### src/rtl/bcd_display_feeder_if.sv
// Handshake and display-feed bundle between a binary producer and bcd_display_feeder.
// The master drives the request side; the slave (the converter) drives the result side.
interface bcd_display_feeder_if #(
    parameter int unsigned BIN_WIDTH = 27,
    parameter int unsigned DIGITS    = 8
);
    logic                  start;
    logic [BIN_WIDTH-1:0]  bin_value;
    logic [DIGITS-1:0]     point_in;
    logic                  busy;
    logic                  done;
    logic                  overflow;
    logic [4*DIGITS-1:0]   value;
    logic [DIGITS-1:0]     point;
    logic [DIGITS-1:0]     enable;

    modport master (
        output start, bin_value, point_in,
        input  busy, done, overflow, value, point, enable
    );

    modport slave (
        input  start, bin_value, point_in,
        output busy, done, overflow, value, point, enable
    );
endinterface

### src/rtl/bcd_display_feeder.sv
// Sequential double-dabble binary-to-BCD converter, one bit per clock, feeding a
// 7-segment display with packed digits, a latched point mask and a leading-zero blanking mask.
module bcd_display_feeder #(
    parameter int unsigned BIN_WIDTH   = 27,
    parameter int unsigned DIGITS      = 8,
    parameter bit          BLANK_ZEROS = 1'b1
) (
    input  logic              clock,
    input  logic              reset,
    bcd_display_feeder_if.slave bus
);
    localparam int unsigned VW = 4 * DIGITS;
    localparam int unsigned CW = $clog2(BIN_WIDTH + 1);

    function automatic logic [63:0] max_val(input int unsigned d);
        logic [63:0] r;
        r = 64'd1;
        for (int unsigned i = 0; i < d; i++) r = r * 64'd10;
        return r - 64'd1;
    endfunction

    localparam logic [63:0]          SAT_VAL  = max_val(DIGITS);
    localparam logic [BIN_WIDTH-1:0] SAT_LOAD = BIN_WIDTH'(SAT_VAL);
    localparam logic [DIGITS-1:0]    EN_RST   = BLANK_ZEROS ? DIGITS'(1) : {DIGITS{1'b1}};

    typedef enum logic {IDLE, SHIFT} state_t;

    state_t               state_q, state_d;
    logic [BIN_WIDTH-1:0] shift_q, shift_d;
    logic [VW-1:0]        bcd_q, bcd_d;
    logic [CW-1:0]        cnt_q, cnt_d;
    logic [DIGITS-1:0]    pt_q, pt_d;
    logic                 ovf_q, ovf_d;
    logic [VW-1:0]        value_q, value_d;
    logic [DIGITS-1:0]    point_q, point_d;
    logic [DIGITS-1:0]    enable_q, enable_d;
    logic                 ovfo_q, ovfo_d;
    logic                 done_q, done_d;
    logic                 busy_q, busy_d;

    logic [VW-1:0]        bcd_adj, bcd_step;
    logic [BIN_WIDTH-1:0] shift_step;
    logic [DIGITS-1:0]    en_mask;
    logic                 sat;

    // One double-dabble step: per-nibble add-3, then shift {bcd,shift} left by one.
    always_comb begin
        bcd_adj = bcd_q;
        for (int unsigned i = 0; i < DIGITS; i++) begin
            if (bcd_q[4*i +: 4] >= 4'd5) bcd_adj[4*i +: 4] = bcd_q[4*i +: 4] + 4'd3;
        end
        bcd_step   = {bcd_adj[VW-2:0], shift_q[BIN_WIDTH-1]};
        shift_step = {shift_q[BIN_WIDTH-2:0], 1'b0};
    end

    // Scan from the most significant digit so a digit lights once anything above it is nonzero.
    always_comb begin
        logic        any;
        int unsigned k;
        any     = 1'b0;
        k       = 0;
        en_mask = '0;
        for (int unsigned i = 0; i < DIGITS; i++) begin
            k          = DIGITS - 1 - i;
            any        = any | (|bcd_step[4*k +: 4]);
            en_mask[k] = any | (k == 0);
        end
        if (!BLANK_ZEROS) en_mask = '1;
    end

    assign sat = 64'(bus.bin_value) > SAT_VAL;

    always_comb begin
        state_d  = state_q;
        shift_d  = shift_q;
        bcd_d    = bcd_q;
        cnt_d    = cnt_q;
        pt_d     = pt_q;
        ovf_d    = ovf_q;
        value_d  = value_q;
        point_d  = point_q;
        enable_d = enable_q;
        ovfo_d   = ovfo_q;
        busy_d   = busy_q;
        done_d   = 1'b0;
        unique case (state_q)
            IDLE: begin
                if (bus.start) begin
                    shift_d = sat ? SAT_LOAD : bus.bin_value;
                    pt_d    = bus.point_in;
                    ovf_d   = sat;
                    bcd_d   = '0;
                    cnt_d   = '0;
                    busy_d  = 1'b1;
                    state_d = SHIFT;
                end
            end
            SHIFT: begin
                bcd_d   = bcd_step;
                shift_d = shift_step;
                cnt_d   = cnt_q + CW'(1);
                if (cnt_q == CW'(BIN_WIDTH - 1)) begin
                    value_d  = bcd_step;
                    point_d  = pt_q;
                    ovfo_d   = ovf_q;
                    enable_d = en_mask;
                    done_d   = 1'b1;
                    busy_d   = 1'b0;
                    state_d  = IDLE;
                end
            end
            default: state_d = IDLE;
        endcase
    end

    always_ff @(posedge clock or negedge reset) begin
        if (!reset) begin
            state_q  <= IDLE;
            shift_q  <= '0;
            bcd_q    <= '0;
            cnt_q    <= '0;
            pt_q     <= '0;
            ovf_q    <= 1'b0;
            value_q  <= '0;
            point_q  <= '0;
            enable_q <= EN_RST;
            ovfo_q   <= 1'b0;
            done_q   <= 1'b0;
            busy_q   <= 1'b0;
        end else begin
            state_q  <= state_d;
            shift_q  <= shift_d;
            bcd_q    <= bcd_d;
            cnt_q    <= cnt_d;
            pt_q     <= pt_d;
            ovf_q    <= ovf_d;
            value_q  <= value_d;
            point_q  <= point_d;
            enable_q <= enable_d;
            ovfo_q   <= ovfo_d;
            done_q   <= done_d;
            busy_q   <= busy_d;
        end
    end

    assign bus.busy     = busy_q;
    assign bus.done     = done_q;
    assign bus.overflow = ovfo_q;
    assign bus.value    = value_q;
    assign bus.point    = point_q;
    assign bus.enable   = enable_q;
endmodule

### src/flat_wrapper.sv
// flat-port wrapper written by rule: the top's interface ports become plain ports
module bcd_display_feeder_flat 
#(
    parameter int unsigned BIN_WIDTH   = 27,
    parameter int unsigned DIGITS      = 8,
    parameter bit          BLANK_ZEROS = 1'b1
)
  (clock, reset, bus_start, bus_bin_value, bus_point_in, bus_busy, bus_done, bus_overflow, bus_value, bus_point, bus_enable);
  bcd_display_feeder_if #(.BIN_WIDTH(BIN_WIDTH), .DIGITS(DIGITS)) bus_i ();
  input  logic clock;
  input  logic reset;
  input wire logic [$bits(bus_i.start)-1:0] bus_start;
  input wire logic [$bits(bus_i.bin_value)-1:0] bus_bin_value;
  input wire logic [$bits(bus_i.point_in)-1:0] bus_point_in;
  output wire logic [$bits(bus_i.busy)-1:0] bus_busy;
  output wire logic [$bits(bus_i.done)-1:0] bus_done;
  output wire logic [$bits(bus_i.overflow)-1:0] bus_overflow;
  output wire logic [$bits(bus_i.value)-1:0] bus_value;
  output wire logic [$bits(bus_i.point)-1:0] bus_point;
  output wire logic [$bits(bus_i.enable)-1:0] bus_enable;
  assign bus_i.start = bus_start;
  assign bus_i.bin_value = bus_bin_value;
  assign bus_i.point_in = bus_point_in;
  assign bus_busy = bus_i.busy;
  assign bus_done = bus_i.done;
  assign bus_overflow = bus_i.overflow;
  assign bus_value = bus_i.value;
  assign bus_point = bus_i.point;
  assign bus_enable = bus_i.enable;
  bcd_display_feeder #(.BIN_WIDTH(BIN_WIDTH), .DIGITS(DIGITS), .BLANK_ZEROS(BLANK_ZEROS)) u_core (.clock(clock), .reset(reset), .bus(bus_i));
endmodule
### config.mk
export PLATFORM = sky130hd
export DESIGN_NAME = bcd_display_feeder_flat
export DESIGN_NICKNAME = d
export VERILOG_FILES = /design/src/rtl/bcd_display_feeder_if.sv /design/src/rtl/bcd_display_feeder.sv /design/src/flat_wrapper.sv
export SDC_FILE = /design/constraint.sdc
export NUM_CORES = 1
export LEC_CHECK = 0
export ABC_AREA = 0
export BUFFER_PORTS_ARGS = -buffer_cell sky130_fd_sc_hd__buf_2
export CAP_MARGIN = 5
export CORE_UTILIZATION = 45
export DETAILED_ROUTE_END_ITERATION = 6
export PLACE_DENSITY = 0.74
export SYNTH_ARGS = -nofsm -noshare
export SYNTH_HDL_FRONTEND = slang
export SYNTH_SLANG_ARGS = --single-unit
### constraint.sdc
create_clock -name clock -period 3.75 [get_ports clock]
set_clock_uncertainty 0.2 [all_clocks]
set_input_delay 0.5625 -clock clock [delete_from_list [all_inputs] [get_ports clock]]
set_output_delay 0.5625 -clock clock [all_outputs]
set_load 0.02 [all_outputs]
---- Word-level counts from Yosys, hierarchy flattened ----
Cells that the tools add are included.
operators by class
  $add $sub $neg .......................... 9
  multiply operators ...................... 0
  divide/modulo/power cells ............... 0
  order comparisons ....................... 9
  equal/unequal tests ..................... 3
  shift-type cells ........................ 0
  multiplexer cells ....................... 23
  bitwise logic cells ..................... 7
  reductions and logical operators ........ 10
operators by type and width
  kind                                                                    number
  32-bit one-hot mux with 2 select lines                                  1
  27-bit two-way mux                                                      2
  27-bit one-hot mux with 2 select lines                                  1
  4-bit by 3-bit >= comparator with 1-bit output (second input constant)  8
  32-bit two-way mux                                                      1
  4-bit by 2-bit adder with 4-bit output (second input constant)          7
  4-bit two-way mux                                                       7
  4-bit OR reduction                                                      7
  27-bit greater-than comparator (second input constant)                  1
  5-bit one-hot mux with 2 select lines                                   1
  1-bit two-way mux                                                       6
  1-bit OR                                                                6
  2-bit AND reduction                                                     3
  5-bit by 1-bit adder with 5-bit output (second input constant)          1
  5-bit equality test (second input constant)                             1
  5-bit two-way mux                                                       1
  2-bit != test (second input constant)                                   2
  1-bit one-hot mux with 2 select lines                                   2
  3-bit by 2-bit adder with 3-bit output (second input constant)          1
  3-bit two-way mux                                                       1
  1-bit inverter                                                          1
word-level totals
  register bits after elaboration ......... 124
  latch bits .............................. 0
  memory bits (writable) .................. 0
  memory bits (read-only) ................. 0
  input port bits ......................... 38
  output and inout port bits .............. 51
  logic and storage cells ................. 73
  memories ................................ 0

---- Logic depth before layout (Yosys ltp) ----
Gate-level depths: netlist (run 1).
  depth in word-level cells ............... 9
  gate-level depth with buffers ........... 8
  depth with buffers taken out ............ 8

---- Worst setup path after synthesis (run 1) ----
No wires, ideal clock.
  kind .................................... register to register
  start point ............................. reg u_core.bcd_q[28]
  end point ............................... reg u_core.enable_q[1], in the netlist u_core.bus.enable[1]
  setup time .............................. 0.144 ns
  arrival time ............................ 1.944 ns
  required time ........................... 3.406 ns
  path slack .............................. 1.462 ns
  stages on the path, launching flop included .. 8
  buffers on the path ..................... 0
  clock period less this slack ............ 2.288 ns
  path through ............................ dfrtp_1 -> ha_1 -> nand2b_1 -> a21oi_1 -> mux2i_1 -> o2111ai_1 -> nor4_2 -> a31oi_1
on the way
  longest elaborated chain between the ends .. 9
  elaborated cells between the ends (all ways) .. 10
  those cells by class .................... add/sub: 1; order compare: 1; mux: 1; bitwise: 6; reduce/logical: 1
RTL lines
  what                                                                                                      RTL line                   RTL
  start: declaration                                                                                        bcd_display_feeder.sv:30   logic [VW-1:0] bcd_q, bcd_d;
  start signal: assignment                                                                                  bcd_display_feeder.sv:120  bcd_q <= '0;
  start signal: assignment                                                                                  bcd_display_feeder.sv:133  bcd_q <= bcd_d;
  4-bit by 3-bit >= comparator with 1-bit output or 3-bit by 2-bit adder with 3-bit output (tied branches)  bcd_display_feeder.sv:50   if (bcd_q[4*i +: 4] >= 4'd5) bcd_adj[4*i +: 4] = bcd_q[4*i +: 4] + 4'd3;
  3-bit two-way mux *                                                                                       bcd_display_feeder.sv:50
  4-bit OR reduction *                                                                                      bcd_display_feeder.sv:65   any = any | (|bcd_step[4*k +: 4]);
  1-bit OR * (6 in a row)                                                                                   bcd_display_feeder.sv:65
  end signal: assignment                                                                                    bcd_display_feeder.sv:139  enable_q <= enable_d;
  end: declaration                                                                                          bcd_display_feeder.sv:36   logic [DIGITS-1:0] enable_q, enable_d;
Mark *: on every way between the ends. The rest lies on a longest branch, timed or not.
A chain may end at the register's enable or synchronous reset.

---- Final worst setup path (run 1) ----
Same ends and word-level chain as after synthesis.

==> impl_metrics.json, run 1 <==
{
  "cts_hold_buffers": 0,
  "nets": 792,
  "reg2regPathDepth": 8,
  "die_area_sq_mm": 0.01388,
  "min_period_over_period": 0.7308,
  "postSynthCellCount": 661,
  "drt_pass1_iterations": 5,
  "ctsLongestPathBuffers": 2,
  "mostFrequentLayoutCell": "nand2_1",
  "antenna_cells": 0,
  "root_buffer": "clkbuf_16",
  "stdcell_count": 921,
  "critPathLaunchType": "register",
  "p_clk_frac": 0.243,
  "rsz0062_at_grt": "no",
  "p_int_mw": 4.153,
  "synthSimpleGateAreaFrac": 0.2065,
  "wire_per_inst_um": 14.66,
  "syn_area_per_cell_sq_um": 9.131,
  "worstSetupPathType": "register to register",
  "die_h_um": 117.8,
  "final.min_clock_period_ns": 2.741,
  "arrival_ns": 2.81,
  "drt_first_iter_violations": 384,
  "syn_area_sq_mm": 0.006036,
  "row_count": 41,
  "grt_use_total": 0.2104,
  "final_util": 0.5612,
  "drive_above_1_share": 0.1896,
  "ys_seq_area_frac": 0.5141,
  "num_vias": 5037,
  "dp.cells": 889,
  "avgViaCountPerCell": 5.469,
  "p_per_area_mw_per_mm2": 947.6,
  "fmax_mhz": 364.9,
  "synth_edf_count": 0,
  "syn_to_final_growth_pct": 19.24,
  "grt_pass1_wl_mm": 23.40,
  "r2r_slack_ns": 1.01,
  "totalWireLength_mm": 13.51,
  "cts_tree": "yes",
  "synth-xor-area-share": 0.01451,
  "synth_top_family_by_area": "simple AND/OR/NAND/NOR gates",
  "async_flop_share": 1.000,
  "relSlewSlack": 0.3200,
  "drc_errors": 0,
  "required_ns": 3.81,
  "r2r_start": "u_core.bcd_q[28]",
  "end_kind": "register",
  "cp_max_fo": 5,
  "switchingPower_mw": 2.667,
  "antenna_found_initial": 0,
  "overflow": 0,
  "power.leakage_nw": 3.500,
  "ant_nets": 0,
  "num_io_pins": 89,
  "initial_core_util": 0.4706,
  "drv_slew": 0,
  "place_congestion": 0.8296,
  "cts_resized": 0,
  "swShare": 0.3911,
  "maxCapViolations": 0,
  "final-hold-violation-count": 0,
  "ys.flop_type": "dfrtp_1",
  "cts_setup_buffers": 0,
  "synth_seq_cells": 124,
  "status": "finished, final reports clean",
  "synthAdderAreaFrac": 0.03731,
  "clock-sinks": 124,
  "ys_warn_count": 0,
  "first_global_vias": 4818,
  "syn_nets": 717,
  "setup-tns-final_ns": 0,
  "clkLatencyLatePin_ns": 0.41,
  "peakVddDrop_v": 0.0003878,
  "pwr-share-seq": 0.352,
  "die-width_um": 117.8,
  "hpwl_mm": 9.046,
  "muxShareOfSynthArea": 0.02819,
  "layout_common_cells": "nand2_1 (160), dfrtp_1 (123), buf_2 (86), o21ai_0 (68), nor2_1 (38)",
  "rr_endpoint": "u_core.bus.enable[1]",
  "hold_path_class": "primary input to async pin",
  "tightest_slew_ns": 1.020,
  "core-area_sq_mm": 0.01282,
  "setup_violations": 0,
  "grt_max_degree": 84,
  "synth-compound-area-share": 0.1588,
  "clkTransAtPathRegs_ns": 0.05,
  "cts_inserted_buffers": 17,
  "htree_levels": 4,
  "yosysUniqueCellTypes": 47,
  "combPwrFrac": 0.404,
  "portBuffers": 87
}
## how the worst max path moves through the flow
stage                                 from              endpoint  slack, ns
after global routing      u_core.bcd_q[28]  u_core.bus.enable[1]       0.77
after floorplan           u_core.bcd_q[28]  u_core.bus.enable[1]       1.46
final                     u_core.bcd_q[28]  u_core.bus.enable[1]       1.01
after detailed placement  u_core.bcd_q[28]  u_core.bus.enable[1]       1.04
after global placement    u_core.bcd_q[28]  u_core.bus.enable[1]       1.16
after CTS                 u_core.bcd_q[28]  u_core.bus.enable[1]        1.0
## logic make-up (layout without fill, tap and decap cells)
family | after synthesis | after routing
flip-flops | 124 | 124
multiplexers | 16 | 16
buffers and inverters | 61 | 149
AND/OR/NAND/NOR | 272 | 272
other | 1 | 1
AO/OA/AOI/OAI | 159 | 159
adder cells (fa/ha/maj) | 18 | 18
XOR/XNOR | 10 | 10
## power by group through the flow
stage               clock [mW]  sequential, mW  combinational (mW)
floorplan                    0            2.60                1.75
finish                    1.66            2.40                2.76
CTS                       1.69            2.40                2.77
global placement             0            2.38                2.62
global route              1.75            2.49                3.10
detailed placement           0            2.41                2.74
## worst max-delay path, cell delays in order, from the launching register on
cell and delay [ns]:
dfrtp_1 0.42, inv_1 0.12, ha_1 0.20, nand2b_1 0.07, a21oi_1 0.34, mux2i_1 0.31
o2111ai_1 0.25, nor4_2 0.54, a31oi_1 0.14
## cell type report
class / instances / area (sq um)
Fill cell: 1120 / 5628
Sequential cell: 124 / 3104
Clock inverter: 7 / 110.1
Clock buffer: 25 / 495.5
Inverter: 22 / 82.58
Timing Repair Buffer: 95 / 498.0
Tap cell: 172 / 215.2
Multi-Input combinational cell: 476 / 2691
## per-layer routing
| layer | up-vias | wire, um | GRT usage | share of wire |
|---|---|---|---|---|
| li1 | 2427 | - | - | - |
| met1 | 2408 | 6107 | 0.2798 | 0.45 |
| met2 | 172 | 6267 | 0.3268 | 0.46 |
| met3 | 30 | 720 | 0.04554 | 0.053 |
| met4 | 0 | 410 | 0.1002 | 0.030 |
| met5 | - | 0 | 0 | 0 |
## state kept, by name, summed over array words and instances, names as in the netlist
signal / cells
u_core.bus.done: 1
u_core.bus.overflow: 1
u_core.bus.value: 32
u_core.bus.busy: 1
u_core.bus.enable: 7
u_core.state_q: 1
u_core.ovf_q: 1
u_core.shift_q: 27
u_core.cnt_q: 5
u_core.bcd_q: 32
u_core.pt_q: 8
u_core.bus.point: 8
## cell usage after synthesis, drive strengths merged, types with 5 or more instances
cell type / count / area [sq um]
a21o: 5 / 37.54
a21oi: 26 / 130.1
a22o: 5 / 43.79
a31oi: 19 / 118.9
a41o: 7 / 70.07
buf: 11 / 53.80
clkbuf: 28 / 105.1
dfrtp: 124 / 3103
ha: 18 / 225.2
inv: 22 / 82.58
mux2: 8 / 90.09
mux2i: 8 / 80.08
nand2: 160 / 600.6
nand2b: 8 / 50.05
nand3: 9 / 45.04
nand4: 5 / 46.29
nor2: 38 / 142.6
nor3: 7 / 35.03
nor3b: 10 / 75.07
o21ai: 71 / 362.8
o22ai: 12 / 75.07
o31ai: 8 / 60.06
or3: 17 / 106.4
xnor2: 8 / 70.07
## metrics by stage
step / total power, mW / instance area (sq um) / hold slack, ns / setup WS (ns)
6_report: 6.820 / 7197 / 0.1386 / 1.009
5_1_grt: 7.337 / 7197 / 0.1807 / 0.7694
3_3_place_gp: 4.993 / 6591 / 0.2458 / 1.158
4_1_cts: 6.857 / 7197 / 0.1668 / 0.9983
3_5_place_dp: 5.157 / 6591 / 0.2608 / 1.036
2_1_floorplan: 4.352 / 6036 / 0.06691 / 1.462
(Power assumes the default switching activity.)
==> run 2, diff against run 1 <==
--- a/config.mk
+++ b/config.mk
@@ -10,7 +10,7 @@
 export CAP_MARGIN = 5
 export CORE_UTILIZATION = 45
 export DETAILED_ROUTE_END_ITERATION = 6
-export PLACE_DENSITY = 0.74
+export PLACE_DENSITY = 0.77
 export SYNTH_ARGS = -nofsm -noshare
 export SYNTH_HDL_FRONTEND = slang
 export SYNTH_SLANG_ARGS = --single-unit
==> constraint.sdc (replaced) <==
create_clock -name clock -period 2.2 [get_ports clock]
set_clock_uncertainty 0.2 [all_clocks]
set_input_delay 0.33 -clock clock [delete_from_list [all_inputs] [get_ports clock]]
set_output_delay 0.33 -clock clock [all_outputs]
set_load 0.02 [all_outputs]
==> run 2 against run 1 <==
  * Wire length increased by 9.5%
  * Worst setup slack got worse by 0.99 ns
  * Register-to-register slack got worse by 0.99 ns
  * Non-clock buffer count up 51
  * Fmax grew 25%
  * Sequential share of layout area decreased by 3.3 points
  * Global-route usage increased by 0.98 points
  * Combinational power up 110%
  * Die area stayed put
  * Final cell count increased by 5.5%
  * Critical path depth is 1 higher
==> impl_metrics.json, run 2 (synthesis gave the netlist of run 1 again) <==
{
  "setup_violations": 0,
  "totalWireLength_mm": 14.79,
  "drc_errors": 0,
  "antenna_found_initial": 0,
  "die_area_sq_mm": 0.01388,
  "clkTransAtPathRegs_ns": 0.05,
  "wire_per_inst_um": 15.21,
  "p_per_area_mw_per_mm2": 1600,
  "cts_inserted_buffers": 17,
  "hpwl_mm": 9.586,
  "relSlewSlack": 0.6066,
  "nets": 843,
  "max_stage_delay_ns": 0.36,
  "setup-tns-final_ns": 0,
  "r2r_slack_ns": 0.02,
  "tightest_slew_ns": 0.5901,
  "status": "finished, final reports clean",
  "reg2regPathDepth": 9,
  "regArea_sq_mm": 0.003105,
  "row_count": 41,
  "final-hold-violation-count": 0,
  "layout_common_cells": "nand2_1 (160), dfrtp_1 (122), buf_2 (86), o21ai_0 (68), buf_4 (42)",
  "die-width_um": 117.8,
  "rsz0062_at_grt": "yes",
  "num_io_pins": 89,
  "fin_area_sq_mm": 0.007789,
  "ctsLongestPathBuffers": 2,
  "multi_input_area_sq_mm": 0.002858,
  "cts_tree": "yes",
  "drive_above_1_share": 0.2638,
  "rr_endpoint": "u_core.bus.enable[4]",
  "grt_use_total": 0.2203,
  "crit_path_start": "u_core.bcd_q[29]",
  "hold_depth": 3,
  "drt_first_iter_violations": 345,
  "path_cells": "inv_2 -> ha_2 -> nand2b_4 -> a21oi_4 -> mux2i_2 -> o2111ai_4 -> nor4_2 -> buf_4 -> o21ai_1",
  "drt_pass1_iterations": 5,
  "hold_path_class": "primary input to register",
  "clkLatencyLatePin_ns": 0.41,
  "nFillCells": 1064,
  "portBuffers": 87,
  "clock-sinks": 124,
  "place_area_sq_mm": 0.006813,
  "cp_top_family": "simple AND/OR/NAND/NOR gates",
  "min_period_over_period": 0.9930,
  "final.min_clock_period_ns": 2.185,
  "fmax_mhz": 457.7,
  "cp_max_fo": 4,
  "grt_max_degree": 64,
  "arrival_ns": 2.26,
  "grt_pass1_wl_mm": 24.52,
  "crit_slowest_cell": "dfrtp_1",
  "syn_to_final_growth_pct": 29.04,
  "power_mw": 12.46,
  "initial_core_util": 0.4706,
  "critPathLaunchType": "register",
  "first_global_vias": 5206,
  "critPathBufInv": 2,
  "place_congestion": 0.8732,
  "htree_levels": 4,
  "power.leakage_nw": 3.740,
  "die_h_um": 117.8,
  "num_vias": 5309,
  "drv_slew": 0,
  "endpoint": "u_core.bus.enable[4]",
  "overflow": 0,
  "cp.depth": 9,
  "root_buffer": "clkbuf_16",
  "peakVddDrop_v": 0.0007185,
  "antenna_cells": 0,
  "worstSetupPathType": "register to register",
  "core-area_sq_mm": 0.01282,
  "r2r_start": "u_core.bcd_q[29]",
  "end_kind": "register",
  "mostFrequentLayoutCell": "nand2_1",
  "avgViaCountPerCell": 5.462,
  "required_ns": 2.27,
  "maxCapViolations": 0,
  "ant_nets": 0
}
[run 2: cell types whose count changed in the layout (fill, tap and decap cells not counted), sizes merged]
| cell | previous run | this run |
|---|---|---|
| bufinv | 3 | 2 |
| clkbuf | 25 | 24 |
| buf | 95 | 131 |
| dlygate4sd3 | 0 | 15 |
| clkinv | 5 | 7 |
[run 2: tightest hold or removal path: cells and delay by family]
kind                   cells  cell delay [ns]
AOI/OAI and AO/OA          1             0.08
buffers and inverters      1             0.10
and+or+nand+nor            1             0.07
[run 2: layout make-up]
class                           instances  area share
Inverter                               22     0.01060
Multi-Input combinational cell        476      0.3669
Clock inverter                          8     0.01157
Sequential cell                       124      0.3987
Timing Repair Buffer                  146      0.1227
Tap cell                              172     0.02763
Clock buffer                           24     0.06185
[run 2: worst min-delay path by stage]
| stage | startpoint | end | slack [ns] |
|---|---|---|---|
| final | bus_bin_value[14] | u_core.shift_q[14] | 0.02 |
| after global routing | bus_bin_value[25] | u_core.shift_q[25] | 0.02 |
| after global placement | reset | u_core.bus.point[0] | 0.13 |
| after detailed placement | reset | u_core.bus.point[0] | 0.13 |
| after CTS | bus_bin_value[17] | u_core.shift_q[17] | 0.008 |
| after floorplan | reset | u_core.bcd_q[0] | -0.17 |
[run 2: through the flow]
step / utilization / std cells / worst slack [ns] / hold WS (ns)
4_1_cts: 0.5946 / 964 / 0.0009888 / 0.007663
6_report: 0.6073 / 972 / 0.01538 / 0.02243
2_1_floorplan: - / 661 / 0.004246 / -0.1656
3_3_place_gp: 0.5312 / 913 / 0.03513 / 0.1346
5_1_grt: 0.6073 / 972 / -0.06803 / 0.02481
3_5_place_dp: 0.5312 / 913 / -0.04418 / 0.1346
[run 2: where the power goes]
group          switching (mW)  internal (mW)
Clock                   0.930           1.74
Combinational            3.19           2.48
Sequential              0.783           3.34
Total                    4.91           7.55
[run 2: routing by layer]
| layer | GRT usage | vias to the layer above | routed length (um) |
|---|---|---|---|
| li1 | - | 2526 | - |
| met1 | 0.2730 | 2581 | 6452 |
| met2 | 0.3706 | 175 | 7347 |
| met3 | 0.04312 | 27 | 710 |
| met4 | 0.1010 | 0 | 277 |
| met5 | 0 | - | 0 |
[run 2: what timing repair did]
action                                  CTS  global route
pin swaps                                 5             8
resized for setup                        17            23
buffers inserted                          4             8
hold buffers                             15             0
hold endpoints to repair                 47             0
endpoints found under the setup margin    4             4
==> run 3, diff against run 2 <==
--- a/config.mk
+++ b/config.mk
@@ -8,6 +8,7 @@
 export ABC_AREA = 0
 export BUFFER_PORTS_ARGS = -buffer_cell sky130_fd_sc_hd__buf_2
 export CAP_MARGIN = 5
+export CORE_MARGIN = 4
 export CORE_UTILIZATION = 45
 export DETAILED_ROUTE_END_ITERATION = 6
 export PLACE_DENSITY = 0.77
==> run 3 against run 2 <==
  * Flip-flop and latch count did not move
  * Critical endpoint is now u_core.bus.enable[1]
  * Combinational power is 3% lower
  * Worst setup slack lost 0.011 ns
  * Core utilization fell by 1.5 points
  * Sequential share of layout area is 0.11 points lower
  * Via count fell by 3.4%
  * Clock-buffer cell count is 2 higher
  * Critical path type unchanged
  * Register-to-register slack about the same
==> impl_metrics.json, run 3 (synthesis gave the netlist of run 1 again) <==
{
  "ant_nets": 0,
  "worstSetupPathType": "register to register",
  "drc_errors": 0,
  "cts_inserted_buffers": 17,
  "max_stage_delay_ns": 0.44,
  "die_area_sq_mm": 0.01533,
  "final.setup.worst_slack_ns": 0.004555,
  "final-hold-violation-count": 0,
  "place_area_sq_mm": 0.006893,
  "path_cells": "inv_2 -> ha_4 -> nand2b_4 -> a21oi_4 -> mux2i_2 -> o2111ai_2 -> nor4_2 -> buf_4 -> a31oi_1",
  "peakVddDrop_v": 0.0007350,
  "clkTransAtPathRegs_ns": 0.06,
  "drive_above_1_share": 0.2475,
  "cts_tree": "yes",
  "crit_slowest_cell": "dfrtp_2",
  "ctsLongestPathBuffers": 2,
  "maxCapViolations": 0,
  "initial_core_util": 0.4576,
  "mostFrequentLayoutCell": "nand2_1",
  "power.leakage_nw": 3.765,
  "overflow": 0,
  "hp-start": "bus_bin_value[14]",
  "wire_per_inst_um": 14.44,
  "num_vias": 5130,
  "place_congestion": 0.8954,
  "hold_depth": 3,
  "die_h_um": 123.8,
  "htree_levels": 4,
  "antenna_cells": 0,
  "row_count": 42,
  "core-area_sq_mm": 0.01319,
  "hold_path_class": "primary input to register",
  "avgViaCountPerCell": 5.213,
  "grt_use_total": 0.1957,
  "totalWireLength_mm": 14.21,
  "dp.cells": 922,
  "final.min_clock_period_ns": 2.195,
  "antenna_found_initial": 0,
  "power_mw": 12.13,
  "clock-sinks": 124,
  "nets": 851,
  "fin_area_sq_mm": 0.007810,
  "hpwl_mm": 9.273,
  "setup_violations": 0,
  "rr_endpoint": "u_core.bus.enable[1]",
  "drv_slew": 0,
  "syn_to_final_growth_pct": 29.39,
  "rsz0062_at_grt": "yes",
  "die-width_um": 123.8,
  "first_global_vias": 4955,
  "clkLatencyLatePin_ns": 0.41,
  "drt_pass1_iterations": 4,
  "p_per_area_mw_per_mm2": 1553,
  "reg2regPathDepth": 9,
  "relSlewSlack": 0.5978,
  "num_io_pins": 89,
  "cp_max_fo": 4,
  "tightest_slew_ns": 0.6032,
  "stdcell_count": 984,
  "r2r_slack_ns": 0.005,
  "whs_endpoint": "u_core.shift_q[14]",
  "critPathBufInv": 2,
  "critPathLaunchType": "register",
  "layout_common_cells": "nand2_1 (160), dfrtp_1 (122), buf_2 (86), o21ai_0 (67), buf_4 (43)",
  "arrival_ns": 2.28,
  "fmax_mhz": 455.5,
  "status": "finished, final reports clean",
  "pre_cts_slack_ns": -0.02142,
  "root_buffer": "clkbuf_16",
  "end_kind": "register",
  "grt_pass1_wl_mm": 23.51,
  "drt_first_iter_violations": 269,
  "required_ns": 2.28,
  "grt_max_degree": 64,
  "r2r_start": "u_core.bcd_q[28]",
  "min_period_over_period": 0.9979,
  "portBuffers": 87,
  "cp_top_family": "flip-flops"
}
[run 3: per-stage QoR]
stage	TNS, ns	hold slack, ns	util
2_1_floorplan	0	-0.1656	-
3_3_place_gp	0	0.07222	0.5226
3_5_place_dp	-0.03831	0.07304	0.5226
4_1_cts	0	0.0001063	0.5876
5_1_grt	-0.3288	0.01474	0.5921
6_report	0	0.02227	0.5921
[run 3: worst max-delay path by stage]
stage,slack (ns),cells past startpoint,start,endpoint
CTS,0.006,9,u_core.bcd_q[20],u_core.bus.enable[1]
floorplan,0.004,7,u_core.bcd_q[20],u_core.bus.enable[1]
finish,0.005,9,u_core.bcd_q[28],u_core.bus.enable[1]
detailed placement,-0.02,9,u_core.bcd_q[28],u_core.bus.enable[4]
global placement,0.05,8,u_core.bcd_q[28],u_core.bus.enable[4]
global route,-0.08,9,u_core.bcd_q[28],u_core.bus.enable[1]
[run 3: power by group]
| group | switching, mW | internal [mW] |
|---|---|---|
| Clock | 0.945 | 1.58 |
| Sequential | 0.756 | 3.33 |
| Combinational | 3.06 | 2.45 |
[run 3: final cells by class]
| class | count | area, sq um |
|---|---|---|
| timing repair buffer | 154 | 1064 |
| sequential | 124 | 3105 |
| multi-input combinational | 476 | 2794 |
| clock buffer | 26 | 509.2 |
| tap | 176 | 220.2 |
| inverter | 22 | 82.58 |
| clock inverter | 6 | 35.03 |
| fill | 1095 | 5380 |
[run 3: worst register-to-register path, delay by kind of cell, from the launching register on]
family	cells	cell delay (ns)
muxes	1	0.29
AOI/OAI and AO/OA	3	0.42
adders and majority gates	1	0.16
and+or+nand+nor	2	0.29
DFF	1	0.44
buffers and inverters	2	0.26
[run 3: layer usage]
layer,global-route usage,vias up,wire [um]
met4,0.07751,0,224
met1,0.2615,2436,6424
met3,0.04314,19,814
met2,0.3109,125,6750
li1,-,2550,-
met5,0,-,0
[run 3: timing repair]
action,in CTS,in global routing
pin swaps,4,6
endpoints found under the hold margin,137,0
setup buffers,10,2
endpoints found under the setup margin,4,6
hold buffers,19,0
resized for setup,11,12
